--- config.mk ---
export PLATFORM = sky130hd
export DESIGN_NAME = seq_controller
export DESIGN_NICKNAME = d
export VERILOG_FILES = /design/src/rtl/seq_controller_pkg.sv /design/src/rtl/seq_phase_gen.sv /design/src/rtl/seq_controller.sv
export SDC_FILE = /design/constraint.sdc
export NUM_CORES = 1
export LEC_CHECK = 0
export BUFFER_PORTS_ARGS = -buffer_cell sky130_fd_sc_hd__buf_2
export CAP_MARGIN = 20
export CORE_AREA = 3 3 40 42
export CTS_BUF_LIST = sky130_fd_sc_hd__clkbuf_8
export DETAILED_ROUTE_END_ITERATION = 6
export DIE_AREA = 0 0 43 45
export HOLD_SLACK_MARGIN = 0.08
export SLEW_MARGIN = 40
export SYNTH_ARGS = -nofsm -noshare
export SYNTH_HDL_FRONTEND = slang
export SYNTH_SLANG_ARGS = --single-unit
--- constraint.sdc ---
create_clock -name clk -period 2.56 [get_ports clk]
set_input_delay 0.384 -clock clk [delete_from_list [all_inputs] [get_ports clk]]
set_output_delay 0.384 -clock clk [all_outputs]
set_load 0.03 [all_outputs]
--- src/rtl/seq_controller_pkg.sv ---
// seq_controller_pkg: shared definitions for the 8-phase instruction sequencer.
//   - opcode encoding (HLT..JMP)
//   - sequencer state encoding (RUN, WAIT, HALTED)
//   - phase constants for fetch (0-3), decode (4) and execute (5-7)
//   - wait-state range limit and counter width
//   - control strobe bundle and the memory-read opcode class helper
package seq_controller_pkg;

  localparam int unsigned OP_W     = 3;
  localparam int unsigned PHASE_W  = 3;
  localparam int unsigned WAIT_MAX = 15;
  localparam int unsigned CNT_W    = 4;

  typedef enum logic [OP_W-1:0] {
    OP_HLT = 3'd0,
    OP_SKZ = 3'd1,
    OP_ADD = 3'd2,
    OP_AND = 3'd3,
    OP_XOR = 3'd4,
    OP_LDA = 3'd5,
    OP_STO = 3'd6,
    OP_JMP = 3'd7
  } opcode_e;

  typedef enum logic [1:0] {
    ST_RUN    = 2'd0,
    ST_WAIT   = 2'd1,
    ST_HALTED = 2'd2
  } seq_state_e;

  // Fetch phases
  localparam logic [PHASE_W-1:0] PH_FETCH0 = 3'd0;
  localparam logic [PHASE_W-1:0] PH_FETCH1 = 3'd1;
  localparam logic [PHASE_W-1:0] PH_FETCH2 = 3'd2;
  localparam logic [PHASE_W-1:0] PH_FETCH3 = 3'd3;
  // Decode phase
  localparam logic [PHASE_W-1:0] PH_DECODE = 3'd4;
  // Execute phases
  localparam logic [PHASE_W-1:0] PH_EXEC0  = 3'd5;
  localparam logic [PHASE_W-1:0] PH_EXEC1  = 3'd6;
  localparam logic [PHASE_W-1:0] PH_EXEC2  = 3'd7;

  // Datapath control bundle
  typedef struct packed {
    logic sel;
    logic rd;
    logic ld_ir;
    logic inc_pc;
    logic halt;
    logic ld_pc;
    logic data_e;
    logic ld_ac;
    logic wr;
  } ctrl_t;

  // Opcodes that read memory into the accumulator during execute
  function automatic logic is_mem_read(opcode_e op);
    return (op == OP_ADD) || (op == OP_AND) || (op == OP_XOR) || (op == OP_LDA);
  endfunction

endpackage

--- src/rtl/seq_phase_gen.sv ---
// seq_phase_gen: phase register, wait counter and RUN/WAIT/HALTED state.
// Optional feature macro: SEQ_CTRL_WAIT_EN (compiles in wait-state insertion).
// Ports:
//   clk, rst       clock, asynchronous active-low reset
//   run            restart request, honoured only in HALTED
//   halt_req_c     HLT decoded in phase 4 while running
//   mem_rd_c       current opcode is a memory-read instruction
//   state          current sequencer state
//   phase          registered phase 0..7
//   waiting        registered, high on every inserted wait cycle
module seq_phase_gen
  import seq_controller_pkg::*;
#(
  parameter int unsigned WAIT_CYCLES = 0
) (
  input  logic               clk,
  input  logic               rst,
  input  logic               run,
  input  logic               halt_req_c,
  input  logic               mem_rd_c,
  output seq_state_e         state,
  output logic [PHASE_W-1:0] phase,
  output logic               waiting
);

  seq_state_e         state_q, state_d;
  logic [PHASE_W-1:0] phase_q, phase_d;
  logic               wait_req_c;
  logic               wait_done_c;

`ifdef SEQ_CTRL_WAIT_EN
  localparam int unsigned WAIT_EFF = (WAIT_CYCLES > WAIT_MAX) ? WAIT_MAX : WAIT_CYCLES;

  logic [CNT_W-1:0] cnt_q, cnt_d;
  logic             waiting_q, waiting_d;

  // Read-access phases: fetch read always, execute read only for memory reads
  assign wait_req_c  = (WAIT_EFF != 0) &&
                       ((phase_q == PH_FETCH1) || ((phase_q == PH_EXEC0) && mem_rd_c));
  assign wait_done_c = (cnt_q == CNT_W'(1));

  // Wait counter: loaded on WAIT entry, counts down, lands on 0 at exit
  always_comb begin
    cnt_d = cnt_q;
    if ((state_q == ST_RUN) && wait_req_c && !halt_req_c) begin
      cnt_d = CNT_W'(WAIT_EFF);
    end else if (state_q == ST_WAIT) begin
      cnt_d = cnt_q - CNT_W'(1);
    end
  end

  assign waiting_d = (state_d == ST_WAIT);

  always_ff @(posedge clk or negedge rst) begin
    if (!rst) begin
      cnt_q     <= '0;
      waiting_q <= 1'b0;
    end else begin
      cnt_q     <= cnt_d;
      waiting_q <= waiting_d;
    end
  end

  assign waiting = waiting_q;
`else
  logic unused_wait_cfg;

  assign wait_req_c      = 1'b0;
  assign wait_done_c     = 1'b1;
  assign waiting         = 1'b0;
  assign unused_wait_cfg = ^{mem_rd_c, CNT_W'(WAIT_CYCLES)};
`endif

  // Next-state and phase sequencing
  always_comb begin
    state_d = state_q;
    phase_d = phase_q;
    unique case (state_q)
      ST_RUN: begin
        if (halt_req_c) begin
          state_d = ST_HALTED;
        end else if (wait_req_c) begin
          state_d = ST_WAIT;
        end else begin
          phase_d = phase_q + PHASE_W'(1);
        end
      end
      ST_WAIT: begin
        if (wait_done_c) begin
          state_d = ST_RUN;
          phase_d = phase_q + PHASE_W'(1);
        end
      end
      ST_HALTED: begin
        // Resume with the execute phases of the HLT instruction
        if (run) begin
          state_d = ST_RUN;
          phase_d = PH_EXEC0;
        end
      end
      default: begin
        state_d = ST_RUN;
        phase_d = PH_FETCH0;
      end
    endcase
  end

  always_ff @(posedge clk or negedge rst) begin
    if (!rst) begin
      state_q <= ST_RUN;
      phase_q <= PH_FETCH0;
    end else begin
      state_q <= state_d;
      phase_q <= phase_d;
    end
  end

  assign state = state_q;
  assign phase = phase_q;

endmodule

--- src/rtl/seq_controller.sv ---
// seq_controller: 8-phase instruction sequencer with datapath strobe decode,
// optional memory wait states on read phases and a halted state with restart.
// Optional feature macro: SEQ_CTRL_WAIT_EN (wait-state insertion; otherwise
// WAIT_CYCLES is ignored and waiting is tied low).
// Ports:
//   clk, rst                 clock, asynchronous active-low reset
//   opcode [OPWIDTH]         current instruction opcode; values above 7 are no-ops
//   zero                     accumulator-zero flag
//   run                      restart request, sampled only while halted
//   phase [3], waiting       registered sequencer phase and wait indicator
//   sel, rd, ld_ir, inc_pc, halt, ld_pc, data_e, ld_ac, wr
//                            combinational datapath controls
module seq_controller
  import seq_controller_pkg::*;
#(
  parameter int unsigned OPWIDTH     = 3,
  parameter int unsigned WAIT_CYCLES = 0
) (
  input  logic               clk,
  input  logic               rst,
  input  logic [OPWIDTH-1:0] opcode,
  input  logic               zero,
  input  logic               run,
  output logic [PHASE_W-1:0] phase,
  output logic               waiting,
  output logic               sel,
  output logic               rd,
  output logic               ld_ir,
  output logic               inc_pc,
  output logic               halt,
  output logic               ld_pc,
  output logic               data_e,
  output logic               ld_ac,
  output logic               wr
);

  // Extended view so the "above 7" test is a real comparison for any width
  localparam int unsigned OPW_EXT = (OPWIDTH > OP_W) ? OPWIDTH : OP_W + 1;

  logic [OPW_EXT-1:0] op_ext_c;
  logic               nop_c;
  opcode_e            op_c;
  logic               mem_rd_c;
  logic               halt_req_c;
  seq_state_e         state_c;
  ctrl_t              ctrl_c;

  assign op_ext_c   = OPW_EXT'(opcode);
  assign nop_c      = (op_ext_c > OPW_EXT'(7));
  assign op_c       = opcode_e'(op_ext_c[OP_W-1:0]);
  assign mem_rd_c   = !nop_c && is_mem_read(op_c);
  assign halt_req_c = (state_c == ST_RUN) && (phase == PH_DECODE) &&
                      !nop_c && (op_c == OP_HLT);

  seq_phase_gen #(
    .WAIT_CYCLES (WAIT_CYCLES)
  ) u_phase_gen (
    .clk        (clk),
    .rst        (rst),
    .run        (run),
    .halt_req_c (halt_req_c),
    .mem_rd_c   (mem_rd_c),
    .state      (state_c),
    .phase      (phase),
    .waiting    (waiting)
  );

  // Strobe decode: levels follow phase in RUN and WAIT, one-cycle strobes only in RUN
  always_comb begin
    ctrl_c = '0;
    unique case (state_c)
      ST_HALTED: begin
        ctrl_c.halt = 1'b1;
      end
      ST_RUN, ST_WAIT: begin
        ctrl_c.sel    = (phase <= PH_FETCH3);
        ctrl_c.rd     = ((phase >= PH_FETCH1) && (phase <= PH_FETCH3)) ||
                        ((phase >= PH_EXEC0) && mem_rd_c);
        ctrl_c.data_e = (phase >= PH_EXEC1) && !nop_c && (op_c == OP_STO);
        if (state_c == ST_RUN) begin
          ctrl_c.ld_ir  = (phase == PH_FETCH2) || (phase == PH_FETCH3);
          ctrl_c.inc_pc = (phase == PH_DECODE) ||
                          ((phase == PH_EXEC1) && !nop_c && (op_c == OP_SKZ) && zero);
          ctrl_c.halt   = halt_req_c;
          ctrl_c.ld_pc  = (phase >= PH_EXEC1) && !nop_c && (op_c == OP_JMP);
          ctrl_c.ld_ac  = (phase == PH_EXEC2) && mem_rd_c;
          ctrl_c.wr     = (phase == PH_EXEC2) && !nop_c && (op_c == OP_STO);
        end
      end
      default: begin
        ctrl_c = '0;
      end
    endcase
  end

  assign sel    = ctrl_c.sel;
  assign rd     = ctrl_c.rd;
  assign ld_ir  = ctrl_c.ld_ir;
  assign inc_pc = ctrl_c.inc_pc;
  assign halt   = ctrl_c.halt;
  assign ld_pc  = ctrl_c.ld_pc;
  assign data_e = ctrl_c.data_e;
  assign ld_ac  = ctrl_c.ld_ac;
  assign wr     = ctrl_c.wr;

endmodule

==> results of run 1 <==
worst max-delay path: stages, from the launching register on:
cell and delay, ps:
sky130_fd_sc_hd__dfrtp_1 460, sky130_fd_sc_hd__inv_1 120, sky130_fd_sc_hd__ha_1 180, sky130_fd_sc_hd__or4b_4 480, sky130_fd_sc_hd__o21ai_2 170, sky130_fd_sc_hd__buf_2 220
kinds of logic (layout without fill, tap and decap cells):
| kind of cell | after synthesis | after routing | synth area share, % |
|---|---|---|---|
| AOI/OAI and AO/OA | 11 | 11 | 19.06 |
| xor gates and xnor gates | 1 | 1 | 1.934 |
| adders and majority gates | 6 | 6 | 16.57 |
| buffers and inverters | 9 | 28 | 8.288 |
| DFF | 4 | 4 | 22.10 |
| muxes | 1 | 1 | 2.210 |
| other | 1 | 1 | 0.8279 |
| and+or+nand+nor | 22 | 22 | 29.00 |
layer usage:
layer | up-vias | track usage [%] | routed length [um]
met5 | - | 0 | 0
met4 | 0 | 0 | 0
met3 | 0 | 3.586 | 43
met2 | 11 | 17.66 | 499
met1 | 202 | 15.25 | 493
li1 | 227 | - | -
registers in the layout (all words and copies together) (netlist names):
signal,cells
u_phase_gen.phase,3
u_phase_gen.state,1
final cells by class:
cell class | count | area, sq um
flip-flops and latches | 4 | 100.1
well taps | 15 | 18.77
multi-input cells | 42 | 315.3
fillers | 123 | 686.9
clock buffers | 3 | 41.29
repair buffers | 19 | 100.1
inverters | 6 | 22.52
per-stage QoR:
| step | utilization, % | hold slack [ps] | setup slack, ps | instances | power [W] |
|---|---|---|---|---|---|
| final | 46.54 | 515.7 | 326.5 | 89 | 0.0007896 |
| after global routing | 46.54 | 535.4 | 233.9 | 89 | 0.0008483 |
| after CTS | 46.54 | 503.9 | 314.2 | 89 | 0.0007967 |
| after detailed placement | 42.55 | 191.3 | 548.7 | 85 | 0.0006626 |
| after global placement | 42.55 | 194.1 | 567.7 | 85 | 0.0006617 |
| after floorplan | - | 88.41 | 260.3 | 55 | 0.0005346 |
what timing repair did:
action | in CTS | in global routing
hold endpoints to repair | 4 | 0
hold buffers | 1 | 0
endpoints found under the setup margin | 0 | 0
final timing paths:
check	start	endpoint	slack, ps	depth (start not counted)
max	u_phase_gen.phase[0]	halt	330	5
min	rst	u_phase_gen.phase[2]	520	2
max reg2reg	u_phase_gen.phase[0]	u_phase_gen.phase[1]	950	5
min reg2reg	u_phase_gen.phase[1]	u_phase_gen.phase[1]	650	1
max in group asynchronous	rst	u_phase_gen.phase[1]	1920	2
min in group clk	run	u_phase_gen.state[1]	530	3
Yosys cell counts:
library cell                number  area [sq um]
sky130_fd_sc_hd__a41oi_1         1         8.760
sky130_fd_sc_hd__or4b_4          1         13.76
sky130_fd_sc_hd__nand2b_1        3         18.77
sky130_fd_sc_hd__o21ai_2         2         17.52
sky130_fd_sc_hd__nor2_1          5         18.77
sky130_fd_sc_hd__nor3_1          5         25.02
sky130_fd_sc_hd__ha_1            6         75.07
sky130_fd_sc_hd__nand3_1         1         5.000
sky130_fd_sc_hd__nor3b_1         2         15.01
sky130_fd_sc_hd__xnor2_1         1         8.760
sky130_fd_sc_hd__or3b_1          1         8.760
sky130_fd_sc_hd__nor4b_2         1         15.01
sky130_fd_sc_hd__a311oi_1        1         8.760
sky130_fd_sc_hd__dfrtp_1         4         100.1
sky130_fd_sc_hd__a211oi_1        1         7.510
sky130_fd_sc_hd__o21ai_0         1         5.000
sky130_fd_sc_hd__buf_4           1         7.510
sky130_fd_sc_hd__o2bb2ai_2       1         15.01
sky130_fd_sc_hd__conb_1          1         3.750
sky130_fd_sc_hd__mux2i_1         1         10.01
sky130_fd_sc_hd__a21o_1          1         7.510
sky130_fd_sc_hd__nand2_1         3         11.26
sky130_fd_sc_hd__a21oi_1         2         10.01
sky130_fd_sc_hd__inv_1           6         22.52
sky130_fd_sc_hd__clkbuf_1        2         7.510
sky130_fd_sc_hd__a31oi_1         1         6.260
power groups by stage:
stage                     Combinational [W]  Sequential (W)  Clock, W
after detailed placement           0.000506        0.000157         0
after global routing               0.000543        0.000168  0.000137
after global placement             0.000508        0.000154         0
final                              0.000504        0.000158  0.000127
after CTS                          0.000509        0.000157  0.000131
after floorplan                    0.000355        0.000179         0
==> summary.md, run 1 <==
• **result of the run** finished, final reports clean
• **number of antenna violations at the first check in global routing** 0
• **# DRC** 0
• **Layout Area Growth over Synthesis** 32.04%
• **crit share post-route** 87.25%
• **number of clock sinks** 4
• **starting density of the core** 35.25%
• **maximum count of clock buffers along a single path** 2
• **Final Instance Area** 598.1 sq um
• **number of standard cells after synthesis** 55
• **Yosys Warn Count** 0
• **die width** 43 um
• **power per standard cell area** 1320 mW/mm^2
• **per-instance average area after synthesis** 8.235 sq um
• **PortBufs** 18
• **fraction of power consumed by combinational cells** 63.9%
• **unrepaired setup endpoints after global routing** no
• **HPWL after detailed placement** 798 um
• **wire length reported by the detailed router** 1.036 mm
• **insertion delay of the later-clocked pin in the worst-skew pair** 210 ps
• **synthesized netlist net count** 68
• **commonest non-fill, non-tap cell in the layout** sky130_fd_sc_hd__buf_2
• **number of DRC markers after the initial detailed-route iteration** 6
• **internal power component** 0.0003678 W
• **Worst Setup Path Type** reg2out
• **routability cong.** 0.7867
• **total number of nets in the final design** 89
• **clock share of power** 16.1%
• **count of endpoints failing hold in the final timing report** 0
• **core area** 0.001285 sq mm
• **worst clock skew** 3.675 ps
• **overflow left after global routing** 0
• **proportion of power drawn by flip-flops and latches** 20.0%
• **Critical Path Sink Type** primary output
• **final-report max-slew violation count** 0
• **HP Class** in2async
• **pin count of the biggest net entering global routing** 12
• **row cnt** 13
• **count of pins on the block boundary** 20
• **vias in the first global route** 381
• **total clock buffers created by CTS** 3
• **number of levels the H-tree was split into** 1
• **type of origin of the critical path** flop
• **unique cell type count in the Yosys netlist** 26
• **total cell area at the placement stage** 546.8 sq um
• **register bit count reported by yosys** 4
• **Clock Tree Root** sky130_fd_sc_hd__clkbuf_8
• **area of the mapped netlist** 452.9 sq um
• **maximum vdd ir drop** 0.5291 mV
• **Pre-antenna DRT Iters** 4
• **Fmax** 0.4477 GHz
• **post-layout min period** 2234 ps
• **NetSw** 0.0004217 W
• **highest-count cells in the layout ignoring fill and taps** sky130_fd_sc_hd__buf_2, sky130_fd_sc_hd__inv_1, sky130_fd_sc_hd__ha_1
• **global-route wire length before repair** 1.649 mm
• **number of diodes added for antenna fixing** 0
• **number of vias per cell after detailed routing** 4.944
• **number of nets still failing antenna checks after routing** 0
• **full die area** 0.001935 sq mm
• **WL/cell** 11.64 um
• **clock-pin slew reported for the worst setup and hold paths after clock tree synthesis** 30 ps
• **overall via count from detail_route** 440
• **fraction of final layout cells with drive strength greater than 1** 35.14%
• **CTS tree** yes
• **Final setup viols** 0
• **maximum fanout along the worst path** 10
• **GRT Total Usage** 10.93%
• **switching part of the total power** 53.42%
• **Setup Buffers After CTS** 0
• **vertical die dimension** 45 um
• **max-cap check violation count** 0
• **Seq/Total Area, Yosys** 22.10%
• **Worst EP arrival** 1850 ps
• **Total Neg Setup Slack** 0 ps
• **leakage power of the design** 0.3060 nW
• **number of cells upsized or downsized after cts** 0
• **Crit path required time** 2180 ps
Power figures use the tool's default switching activity.
==> run 2: changes to the inputs <==
Settings changed: TNS_END_PERCENT from default to 50.
Clock period 2.56 ns to 2.7 ns, I/O delays scaled along.
==> summary.md, run 2 (synthesis results as in run 1) <==
• **result of the run** finished, final reports clean
• **number of filler cells placed in the layout** 122
• **vertical die dimension** 45 um
• **Crit path required time** 2300 ps
• **Layout Area Growth over Synthesis** 32.04%
• **maximum vdd ir drop** 0.5440 mV
• **HP Class** in2async
• **clock-pin slew reported for the worst setup and hold paths after clock tree synthesis** 30 ps
• **wire length reported by the detailed router** 969 um
• **GRT Total Usage** 10.43%
• **leakage power of the design** 0.3060 nW
• **end point of the critical path** halt
• **core area** 0.001285 sq mm
• **number of levels the H-tree was split into** 1
• **PortBufs** 18
• **destination of the worst register-to-register timing path** u_phase_gen.phase[1]
• **count of pins on the block boundary** 20
• **CTS tree** yes
• **count of endpoints failing hold in the final timing report** 0
• **worst-case setup margin in the final layout** 454.7 ps
• **Critical Path Sink Type** primary output
• **power per standard cell area** 1242 mW/mm^2
• **unrepaired setup endpoints after global routing** no
• **worst r2r path cells** 5
• **total number of nets in the final design** 89
• **overflow left after global routing** 0
• **count of placed standard cells in the final layout, fillers left out** 89
• **register with the highest flop count** u_phase_gen.phase
• **max-cap check violation count** 0
• **type of origin of the critical path** flop
• **maximum fanout along the worst path** 10
• **number of diodes added for antenna fixing** 0
• **worst clock skew** 2.748 ps
• **Worst EP arrival** 1840 ps
• **Largest register FFs** 3
• **full die area** 0.001935 sq mm
• **row cnt** 13
• **number of buffers added to fix hold violations after cts** 1
• **number of vias per cell after detailed routing** 4.787
• **# DRC** 0
• **routability cong.** 0.7879
• **pin count of the biggest net entering global routing** 12
• **launching point of the worst reg2reg path** u_phase_gen.phase[0]
• **number of DRC markers after the initial detailed-route iteration** 12
• **commonest non-fill, non-tap cell in the layout** sky130_fd_sc_hd__buf_2
• **Pre-antenna DRT Iters** 4
• **total clock buffers created by CTS** 3
• **number of antenna violations at the first check in global routing** 0
• **Total Neg Setup Slack** 0 ps
• **global-route wire length before repair** 1.497 mm
• **overall via count from detail_route** 426
• **final-report max-slew violation count** 0
• **highest-count cells in the layout ignoring fill and taps** sky130_fd_sc_hd__buf_2, sky130_fd_sc_hd__inv_1, sky130_fd_sc_hd__ha_1
• **post-layout min period** 2245 ps
• **Final setup viols** 0
• **crit share post-route** 83.16%
• **Fmax** 0.4454 GHz
• **insertion delay of the later-clocked pin in the worst-skew pair** 210 ps
• **Worst Setup Path Type** reg2out
• **HPWL after detailed placement** 789.9 um
• **DP Cell Count** 85
• **fraction of final layout cells with drive strength greater than 1** 35.14%
• **start point of the critical path** u_phase_gen.phase[0]
• **maximum count of clock buffers along a single path** 2
• **FF/Latch Area** 100.1 sq um
• **reg-to-reg slack, setup** 1100 ps
• **starting density of the core** 35.25%
• **number of clock sinks** 4
• **number of cells upsized or downsized after cts** 0
• **Clock Tree Root** sky130_fd_sc_hd__clkbuf_8
• **footprint of the multi-input gates** 315.3 sq um
• **number of nets still failing antenna checks after routing** 0
• **Place WS** 668.5 ps
• **vias in the first global route** 353
• **overall power after layout** 0.0007429 W
• **WL/cell** 10.89 um
• **die width** 43 um
• **Setup Buffers After CTS** 0
==> run 2: cell counts in the layout (fill, tap and decap cells not counted) <==
Identical to the previous run, type by type.
==> run 2: worst min path at each step <==
stage and endpoint:
3_5_place_dp u_phase_gen.phase[2], 2_1_floorplan u_phase_gen.phase[0], 3_3_place_gp u_phase_gen.phase[2], 5_1_grt u_phase_gen.phase[1]
4_1_cts u_phase_gen.phase[2], 6_report u_phase_gen.phase[2]
==> run 2: worst max-delay path: stages (launching register included) <==
cell and delay [ps]:
sky130_fd_sc_hd__dfrtp_1 460, sky130_fd_sc_hd__inv_1 120, sky130_fd_sc_hd__ha_1 180, sky130_fd_sc_hd__or4b_4 480, sky130_fd_sc_hd__o21ai_2 170, sky130_fd_sc_hd__buf_2 220
==> run 2: per-stage QoR <==
step / hold slack, ps / cell area, sq um / util [%]
floorplan: 109.4 / 452.9 / -
global placement: 215.1 / 546.8 / 42.55
detailed placement: 212.7 / 546.8 / 42.55
CTS: 531.0 / 598.1 / 46.54
global route: 545.9 / 598.1 / 46.54
finish: 529.3 / 598.1 / 46.54
==> run 2: cell type report <==
| cell class | instances | area share, % |
|---|---|---|
| inverters | 6 | 3.766 |
| flip-flops and latches | 4 | 16.74 |
| multi-input cells | 42 | 52.72 |
| clock buffers | 3 | 6.904 |
| well taps | 15 | 3.138 |
| repair buffers | 19 | 16.74 |
==> run 2: power by group <==
part,internal (W),switching [W],leakage [nW]
clock,0.0000945,0.0000246,0.0216
sequential,0.0000872,0.0000607,0.0487
combinational,0.000166,0.000310,0.236
total,0.000347,0.000395,0.306
==> run 2: layer usage <==
layer	track usage, %	vias up	wire length (um)
met3	4.781	0	56
met4	3.614	0	0
met5	0	-	0
li1	-	228	-
met1	13.35	187	452
met2	15.57	11	460
==> run 3: changes to the inputs <==
Clock period 2.7 ns to 2 ns, I/O delays scaled along.
==> summary.md, run 3 (synthesis results as in run 1) <==
• **total clock buffers created by CTS** 3
• **number of levels the H-tree was split into** 1
• **GRT Total Usage** 12.60%
• **footprint of the multi-input gates** 340.3 sq um
• **count of pins on the block boundary** 20
• **Critical Path Sink Type** primary output
• **launching point of the worst reg2reg path** u_phase_gen.phase[1]
• **# DRC** 0
• **leakage power of the design** 0.3218 nW
• **start point of the critical path** u_phase_gen.phase[1]
• **cells traversed along the worst timing path** inv_2 > ha_4 > or4b_4 > o21ai_4 > buf_6
• **reg-to-reg slack, setup** 530 ps
• **fraction of final layout cells with drive strength greater than 1** 42.86%
• **result of the run** finished, final reports clean
• **total number of nets in the final design** 92
• **Total Neg Setup Slack** 0 ps
• **WL/cell** 11.58 um
• **pin count of the biggest net entering global routing** 11
• **HP Class** in2async
• **final-report max-slew violation count** 0
• **unrepaired setup endpoints after global routing** yes
• **clock-pin slew reported for the worst setup and hold paths after clock tree synthesis** 30 ps
• **number of clock sinks** 4
• **Layout Area Growth over Synthesis** 43.92%
• **Worst EP arrival** 1650 ps
• **Fmax** 0.5134 GHz
• **longest individual stage delay on the worst path** 490 ps
• **destination of the worst register-to-register timing path** u_phase_gen.phase[1]
• **count of endpoints failing hold in the final timing report** 0
• **max-cap check violation count** 0
• **maximum fanout along the worst path** 3
• **worst r2r path cells** 5
• **commonest non-fill, non-tap cell in the layout** sky130_fd_sc_hd__buf_2
• **master of the slowest instance on the critical path** sky130_fd_sc_hd__or4b_4
• **full die area** 0.001935 sq mm
• **number of antenna violations at the first check in global routing** 0
• **core area** 0.001285 sq mm
• **number of DRC markers after the initial detailed-route iteration** 7
• **power per standard cell area** 1707 mW/mm^2
• **highest-count cells in the layout ignoring fill and taps** sky130_fd_sc_hd__buf_2, sky130_fd_sc_hd__nor2_1, sky130_fd_sc_hd__nor3_1, sky130_fd_sc_hd__ha_1
• **Pre-antenna DRT Iters** 3
• **HPWL after detailed placement** 829 um
• **global-route wire length before repair** 1.814 mm
• **vertical die dimension** 45 um
• **CTS tree** yes
• **overall via count from detail_route** 445
• **Worst Setup Path Type** reg2out
• **vias in the first global route** 413
• **overflow left after global routing** 0
• **FF/Latch Area** 100.1 sq um
• **number of vias per cell after detailed routing** 4.837
• **insertion delay of the later-clocked pin in the worst-skew pair** 220 ps
• **Final setup viols** 0
• **worst clock skew** 4.788 ps
• **number of filler cells placed in the layout** 130
• **Largest register FFs** 3
• **maximum count of clock buffers along a single path** 2
• **starting density of the core** 35.25%
• **row cnt** 13
• **die width** 43 um
• **crit share post-route** 97.40%
• **type of origin of the critical path** flop
• **maximum vdd ir drop** 0.9114 mV
• **worst-case setup margin in the final layout** 52.06 ps
• **Clock Tree Root** sky130_fd_sc_hd__clkbuf_8
• **register with the highest flop count** u_phase_gen.phase
• **end point of the critical path** halt
• **number of nets still failing antenna checks after routing** 0
• **Crit path required time** 1700 ps
• **routability cong.** 0.7612
• **post-layout min period** 1948 ps
• **PortBufs** 18
• **number of diodes added for antenna fixing** 0
• **wire length reported by the detailed router** 1.065 mm
• **Place WS** 209.3 ps
[run 3: changes by cell type in the layout (fill, tap and decap cells not counted)]
cell | previous run | this run
sky130_fd_sc_hd__a211oi_2 | 0 | 1
sky130_fd_sc_hd__o21ai_4 | 0 | 1
sky130_fd_sc_hd__inv_2 | 0 | 2
sky130_fd_sc_hd__ha_1 | 6 | 5
sky130_fd_sc_hd__buf_2 | 18 | 17
sky130_fd_sc_hd__a211oi_1 | 1 | 0
sky130_fd_sc_hd__inv_1 | 6 | 4
sky130_fd_sc_hd__buf_6 | 0 | 1
sky130_fd_sc_hd__o21ai_2 | 2 | 1
sky130_fd_sc_hd__ha_4 | 0 | 1
sky130_fd_sc_hd__buf_4 | 0 | 3
[run 3: timing repair]
item | 4_1_cts | 5_1_grt
endpoints found under the setup margin | 1 | 2
hold buffers | 1 | 0
hold endpoints to repair | 4 | 0
gates resized for setup | 1 | 6
pin swaps | 0 | 2
buffers inserted | 0 | 0
[run 3: layout make-up]
type | count | share of cell area, %
Clock buffer | 3 | 6.334
Inverter | 6 | 3.455
Multi-Input combinational cell | 42 | 52.21
Sequential cell | 4 | 15.36
Tap cell | 15 | 2.879
Timing Repair Buffer | 22 | 19.77
[run 3: stage by stage]
step | cells | power (W) | hold slack [ps] | util, % | cell area [sq um]
after floorplan | 55 | 0.0006951 | 4.409 | - | 457.9
after global placement | 88 | 0.0009069 | 112.6 | 44.69 | 574.3
after detailed placement | 88 | 0.0009077 | 111.6 | 44.69 | 574.3
after CTS | 92 | 0.001090 | 416.4 | 48.88 | 628.1
after global routing | 92 | 0.001212 | 429.7 | 50.73 | 651.9
final | 92 | 0.001112 | 419.1 | 50.73 | 651.9
[run 3: critical path: cells and delay by family (launching register included)]
| kind | cells | cell delay [ps] |
|---|---|---|
| buffers and inverters | 2 | 230 |
| AO/OA/AOI/OAI | 1 | 200 |
| flip-flops | 1 | 380 |
| AND/OR/NAND/NOR | 1 | 490 |
| adder cells (fa/ha/maj) | 1 | 140 |
[run 3: how the worst min path moves through the flow]
| stage | from | endpoint | slack, ps | cells past startpoint |
|---|---|---|---|---|
| after floorplan | rst | u_phase_gen.phase[0] | 4 | 0 |
| after detailed placement | rst | u_phase_gen.phase[2] | 110 | 1 |
| final | rst | u_phase_gen.phase[2] | 420 | 2 |
| after global placement | rst | u_phase_gen.phase[2] | 110 | 1 |
| after CTS | rst | u_phase_gen.phase[2] | 420 | 2 |
| after global routing | rst | u_phase_gen.phase[2] | 430 | 2 |
[run 3: where the power goes]
| part | leakage [nW] | total (W) | internal [W] | switching [W] |
|---|---|---|---|---|
| clock network | 0.0216 | 0.000169 | 0.000128 | 0.0000409 |
| logic | 0.251 | 0.000801 | 0.000289 | 0.000512 |
| registers | 0.0487 | 0.000142 | 0.000118 | 0.0000240 |
[run 3: metal layers]
layer,GRT usage [%],up-vias,routed length [um]
met2,17.66,12,505
li1,-,234,-
met1,16.99,199,496
met5,0,-,0
met4,1.807,0,0
met3,7.570,0,63
